<file path="src/rtl/shift_right_seq.sv">
// Iterative 16-bit right shifter (SRL / SRA / ROR by 0..15).
// One binary stage (8, 4, 2, 1) is applied per clock, with a start/busy/done handshake.
module shift_right_seq (
    input  logic        clk,
    input  logic        rst,
    input  logic        start,
    input  logic [15:0] In,
    input  logic [3:0]  Cnt,
    input  logic [1:0]  Mode,
    output logic [15:0] Out,
    output logic        busy,
    output logic        done
);

    localparam logic [0:0] IDLE  = 1'b0;
    localparam logic [0:0] SHIFT = 1'b1;

    localparam logic [1:0] M_SRA = 2'b01;
    localparam logic [1:0] M_ROR = 2'b10;

    logic [0:0]  state;
    logic [1:0]  stage;
    logic [15:0] work;
    logic [3:0]  cnt_r;
    logic [1:0]  mode_r;

    logic [4:0]  amt;
    logic [31:0] rot;
    logic [15:0] shifted;
    logic [15:0] next_work;

    // Shift amount for the current stage is 2^stage; ROR is taken from a doubled word.
    always_comb begin
        // NOTE: every always_comb output gets a value on every path, so no latch is inferred.
        amt       = 5'd1 << stage;
        rot       = {work, work} >> amt;
        shifted   = work >> amt;
        case (mode_r)
            M_SRA:   shifted = $signed(work) >>> amt;
            M_ROR:   shifted = rot[15:0];
            default: shifted = work >> amt;   // 00 and 11 both behave as SRL
        endcase
        next_work = cnt_r[stage] ? shifted : work;
    end

    // NOTE: sequential state uses non-blocking assignments so every register samples pre-edge values.
    always_ff @(posedge clk or posedge rst) begin
        if (rst) begin
            state  <= IDLE;
            stage  <= 2'd3;
            work   <= 16'h0000;
            cnt_r  <= 4'd0;
            mode_r <= 2'b00;
            Out    <= 16'h0000;
            busy   <= 1'b0;
            done   <= 1'b0;
        end else begin
            done <= 1'b0;
            case (state)
                IDLE: begin
                    if (start) begin
                        work   <= In;
                        cnt_r  <= Cnt;
                        mode_r <= Mode;
                        stage  <= 2'd3;
                        state  <= SHIFT;
                        busy   <= 1'b1;
                    end
                end
                SHIFT: begin
                    work <= next_work;
                    if (stage == 2'd0) begin
                        Out   <= next_work;
                        done  <= 1'b1;
                        busy  <= 1'b0;
                        state <= IDLE;
                    end else begin
                        stage <= stage - 2'd1;
                    end
                end
                default: state <= IDLE;
            endcase
        end
    end

endmodule

</file>
<file path="config.mk">
export PLATFORM = sky130hd
export DESIGN_NAME = shift_right_seq
export DESIGN_NICKNAME = d
export VERILOG_FILES = /design/src/rtl/shift_right_seq.sv
export SDC_FILE = /design/constraint.sdc
export NUM_CORES = 1
export LEC_CHECK = 0
export BUFFER_PORTS_ARGS = -buffer_cell sky130_fd_sc_hd__buf_4
export CAP_MARGIN = 20
export CORE_ASPECT_RATIO = 0.5
export CORE_UTILIZATION = 40
export DETAILED_ROUTE_END_ITERATION = 7
export HOLD_SLACK_MARGIN = 0.06
export SETUP_SLACK_MARGIN = 0.4
export SLEW_MARGIN = 5
export SYNTH_ARGS = -nofsm -noshare
export SYNTH_HDL_FRONTEND = slang
export SYNTH_SLANG_ARGS = --single-unit
</file>
<file path="constraint.sdc">
create_clock -name clk -period 6.55 [get_ports clk]
set_clock_uncertainty 0.15 [all_clocks]
set_input_delay 0.9825 -clock clk [delete_from_list [all_inputs] [get_ports clk]]
set_output_delay 0.9825 -clock clk [all_outputs]
set_load 0.005 [all_outputs]
</file>
Word-level counts from Yosys, hierarchy flattened. Index checks and enable logic that the tools add are counted.

Register bits after elaboration: 43. Output and inout bits: 18.

Shift-type cells: 4. Reductions and logical operators: 5. Add/sub/neg operators: 1. Equal/unequal tests: 5. Magnitude comparators: 1. Multiplexer cells: 17. Bitwise gates (word level): 1.

Operators by type and width (number): one-hot mux 16 bit (2 select lines) (2); 2-to-1 mux 16 bit (2); >> shifter 32 x 5 -> 16 bit (1); >> shifter 16 x 5 -> 16 bit (1); >>> shifter 16 x 5 -> 16 bit (1); AND reduction 2 bit (4); 2-to-1 mux 1 bit (7); left shift 1 x 2 -> 5 bit, first input constant (1); 2-to-1 mux 2 bit (2); inequality test 2 bit, second input constant (2); one-hot mux 1 bit (2 select lines) (2); one-hot mux 2 bit (2 select lines) (1); less-than comparator 2 x 3 -> 1 bit, second input constant (1); binary-select mux 1 bit (select 2 bit) (1); == test 2 x 1 -> 1 bit, second input constant (1); == test 2 bit, second input constant (1); logical NOT 2 bit (1); inequality test 2 x 1 -> 1 bit, second input constant (1); subtractor 2 x 1 -> 2 bit, second input constant (1); NOT 1 bit (1).

Longest topological paths before layout.
Depth after elaboration: 5. Depth in mapped cells: 11. Mapped depth without buffers: 8.

Worst setup path before layout. No wires, ideal clock.

Path type: register -> register. Start point: register stage[0]. End point: register work[14]. Data arrival time: 2.312 ns. Library setup time: 0.141 ns. Path slack: 3.948 ns. Clock period less this slack: 2.602 ns. Data required time: 6.259 ns. Path buffers: 1. Cell stages (with the launch flop): 10. Path through: dfstp_2 > inv_1 > ha_1 > buf_2 > or2_2 > nor2_1 > mux2_1 > a211oi_1 > o221a_1 > a221oi_2.

Longest elaborated chain between the ends: 5. Elaborated cells on any way between the ends: 9.

Ends and longest elaborated chain: from (decl) (line 22) `logic [1:0] stage;`; from (signal assigned) (line 78) `stage <= stage - 2'd1;`; left shift 1 x 2 -> 5 bit (line 35) `amt = 5'd1 << stage;`; >> shifter 16 x 5 -> 16 bit (tied with other cells) (line 41) `default: shifted = work >> amt;`; one-hot mux 16 bit (2 select lines) (line 38) `case (mode_r)`; 2-to-1 mux 16 bit (*) (line 43) `next_work = cnt_r[stage] ? shifted : work;`; one-hot mux 16 bit (2 select lines) (*) (line 59) `case (state)`; to (signal assigned) (line 62) `work <= In;`; to (signal assigned) (line 71) `work <= next_work;`; to (decl) (line 23) `logic [15:0] work;`.

Every way passes the cells marked *; elsewhere a longest branch is shown, timed or not. The select of a mux whose other input is x is not followed. A chain may end at the register's enable or synchronous reset.

Worst setup path in the final report. Same ends and word-level chain as after synthesis.

==> reports/qor.txt <==
Status = complete, no violations
Core Box Area = 8288 um2
Sequential share of power = 0.229
R2r startpoint = stage[0]$_DFFE_PP1P_
Layout cells sized above 1 = 0.2111
Reg2reg end = work[14]$_DFFE_PP0P_
Die width = 135.2 um
DR vias/cell = 6.103
Sw frac = 0.5094
#FFs+latches synth = 43
Max cap viols = 0
Clock share of power = 0.101
Worst path cell trace = inv_1, ha_1, buf_4, or2_2, nor2_1, mux2_1, a211oi_1, o221a_1, a221oi_2
Peak Freq = 0.2838 GHz
WS Path Type = reg2reg
Gr usage total = 0.2512
Via count = 3314
Reg2Reg Setup Slack = 3.03 ns
Post-Syn Nets = 444
Post-Syn Area = 3548 um2
Critical path origin = stage[0]$_DFFE_PP1P_
Crit. path cell count = 9
Reg2reg path depth = 9
CTS H-tree depth = 2
RSZ-0062 raised after global routing = no
Initial antenna violation count = 0
Clock root cell = clkbuf_16
WL/cell = 20.25 um
Placed insts = 535
GPL Wtd Cong = 0.9634
Crit path buffers/inverters = 2
Non-filler cells in the finished layout = 543
CTS Buf Count = 5
Post-synthesis sequential area ratio = 0.3039
TritonCTS clock tree = done
Switch Pwr = 1353 uW
Die ar. = 9275 um2
Count of final setup violators = 0
Pwr dens = 661.3 nW/um2
Worst EP arrival = 3.53 ns
Skew-Pair Late Insertion Delay = 0.29 ns
P&R area growth vs syn = 13.15%
Post-synth ARST share = 1.000
Internal Power = 1303 uW
Synth Flop Type = dfrtp_1
Max clock buf depth = 2
Top Ports = 43
Setup TNS = 0 ns
Worst setup path end = work[14]$_DFFE_PP0P_
Leak = 0.001613 uW
Cell taking the most area after synthesis = dfrtp_1
Slew @ Worst Pin = 1.056 ns
Detailed placement HPWL = 7.974 mm
Gr ovfl total = 0
Max-slew violations = 0
Relative slew slack = 0.2960
Clk sink count = 43
Top cell type's share of synthesized area = 0.2891
DRC Markers = 0
Most common cell in the synthesized netlist = nand2_1
Endpoint class of the critical path = flop
Hold Path Class = reg2reg
Row cnt = 23
Gate count after technology mapping = 413
Post-Layout Inst Area = 4015 um2
Final net count = 461
Drt pass-1 iters = 5
Yosys cell types = 58
Vias in the first global route = 3018
Mean area per synthesized cell = 8.592 um2
Drt initial violations = 314
Ys Warns = 0
Max incr delay on CP = 0.62 ns
Hold_buf cts = 0
Final ANT Viol Nets = 0
Post-CTS resize count = 0
Die Y = 68.60 um
Min cycle time layout = 3.524 ns
Post-synth top cells = 50 x nand2_1, 41 x dfrtp_1, 40 x nor2_1
Peak supply drop = 0.0003122 V
N_diodes = 0
EDFF count, synth = 0
Required time worst endpoint = 6.55 ns
CTS clk-pin slew, worst paths = 0.06 ns
Crit-path max FO = 24
Hold WS = 0.3372 ns
CP startpoint kind = flop
IO Port Bufs = 42
First-pass GRT wire length = 17.25 mm
Routed WL = 11.00 mm
Combinational share of power = 0.670
Total setup buffers inserted after CTS = 0
Final Hold Viols = 0
Overall power = 2655 uW
Period utilisation layout = 0.5379
Largest net degree at the start of global routing = 50
Critical-path top delay cell = dfstp_2
Placed cell area = 3855 um2
Worst path top cell family by delay = compound AO/OA/AOI/OAI gates
Starting Density = 0.4281
Synth top area cells = dfrtp_1 29%, mux2i_1 9.9%, mux4_2 5.7%
[power groups by stage]
stage | clock (uW) | sequential (uW) | combinational [uW]
2_1_floorplan | 0 | 504 | 1360
3_3_place_gp | 0 | 600 | 1750
3_5_place_dp | 0 | 605 | 1740
4_1_cts | 273 | 602 | 1750
5_1_grt | 285 | 629 | 1940
6_report | 269 | 608 | 1780
[through the flow]
| step | setup slack, ns | utilization |
|---|---|---|
| 2_1_floorplan | 3.948 | - |
| 3_3_place_gp | 3.183 | 0.4651 |
| 3_5_place_dp | 3.136 | 0.4651 |
| 4_1_cts | 3.114 | 0.4845 |
| 5_1_grt | 2.911 | 0.4845 |
| 6_report | 3.026 | 0.4845 |
[sequential cells by signal (all words and copies together), names as in the netlist]
register / count
Out: 16
work: 16
cnt_r: 4
mode_r: 2
stage: 2
busy: 1
done: 1
state: 1
[cells in the final DEF, fill, tap and decap left out, types with 9 or more instances in the layout]
master and count:
dfrtp_1 41, nand2_1 50, mux2_2 12, o21ai_0 15, nor2_1 40, nand2b_1 9, mux4_2 9, o21ai_1 19
a21oi_1 32, o32ai_1 9, buf_4 49, mux2i_1 35
[area by class of cell]
class	instances	area, um2
fill	834	4273
clock inverter	1	7.507
tap	112	140.1
timing repair buffer	49	367.9
multi-input combinational	322	2235
sequential	43	1079
inverter	9	33.78
clock buffer	7	152.6
[worst min-delay path by stage]
| stage | slack [ns] | depth (start not counted) | start | end |
|---|---|---|---|---|
| after CTS | 0.34 | 2 | Out[15]$_DFFE_PP0P_ | Out[15]$_DFFE_PP0P_ |
| after global placement | 0.32 | 2 | Out[1]$_DFFE_PP0P_ | Out[1]$_DFFE_PP0P_ |
| final | 0.34 | 2 | Out[15]$_DFFE_PP0P_ | Out[15]$_DFFE_PP0P_ |
| after detailed placement | 0.33 | 2 | Out[15]$_DFFE_PP0P_ | Out[15]$_DFFE_PP0P_ |
| after floorplan | 0.32 | 2 | Out[15]$_DFFE_PP0P_ | Out[15]$_DFFE_PP0P_ |
| after global routing | 0.37 | 2 | Out[13]$_DFFE_PP0P_ | Out[13]$_DFFE_PP0P_ |
[worst reg2reg max path, stage by stage (launching register included)]
cell and delay [ns]:
dfstp_2 0.62, inv_1 0.11, ha_1 0.47, buf_4 0.35
or2_2 0.35, nor2_1 0.11, mux2_1 0.32, a211oi_1 0.50
o221a_1 0.33, a221oi_2 0.08
[cell families (layout without fill, tap and decap cells)]
group / after synthesis / in the layout / synth area share
fa+ha+maj: 6 / 6 / 0.02116
mux: 59 / 59 / 0.2035
buf+inv: 48 / 66 / 0.06699
flops: 43 / 43 / 0.3039
simple gates: 131 / 131 / 0.1724
compound gates: 126 / 126 / 0.2320
[routing by layer]
layer	share of wire	GRT usage	vias to the layer above
li1	-	-	1556
met1	0.50	0.3729	1602
met2	0.40	0.3564	141
met3	0.087	0.06433	15
met4	0.014	0.06601	0
met5	0	0	-
Power figures use the tool's default switching activity.
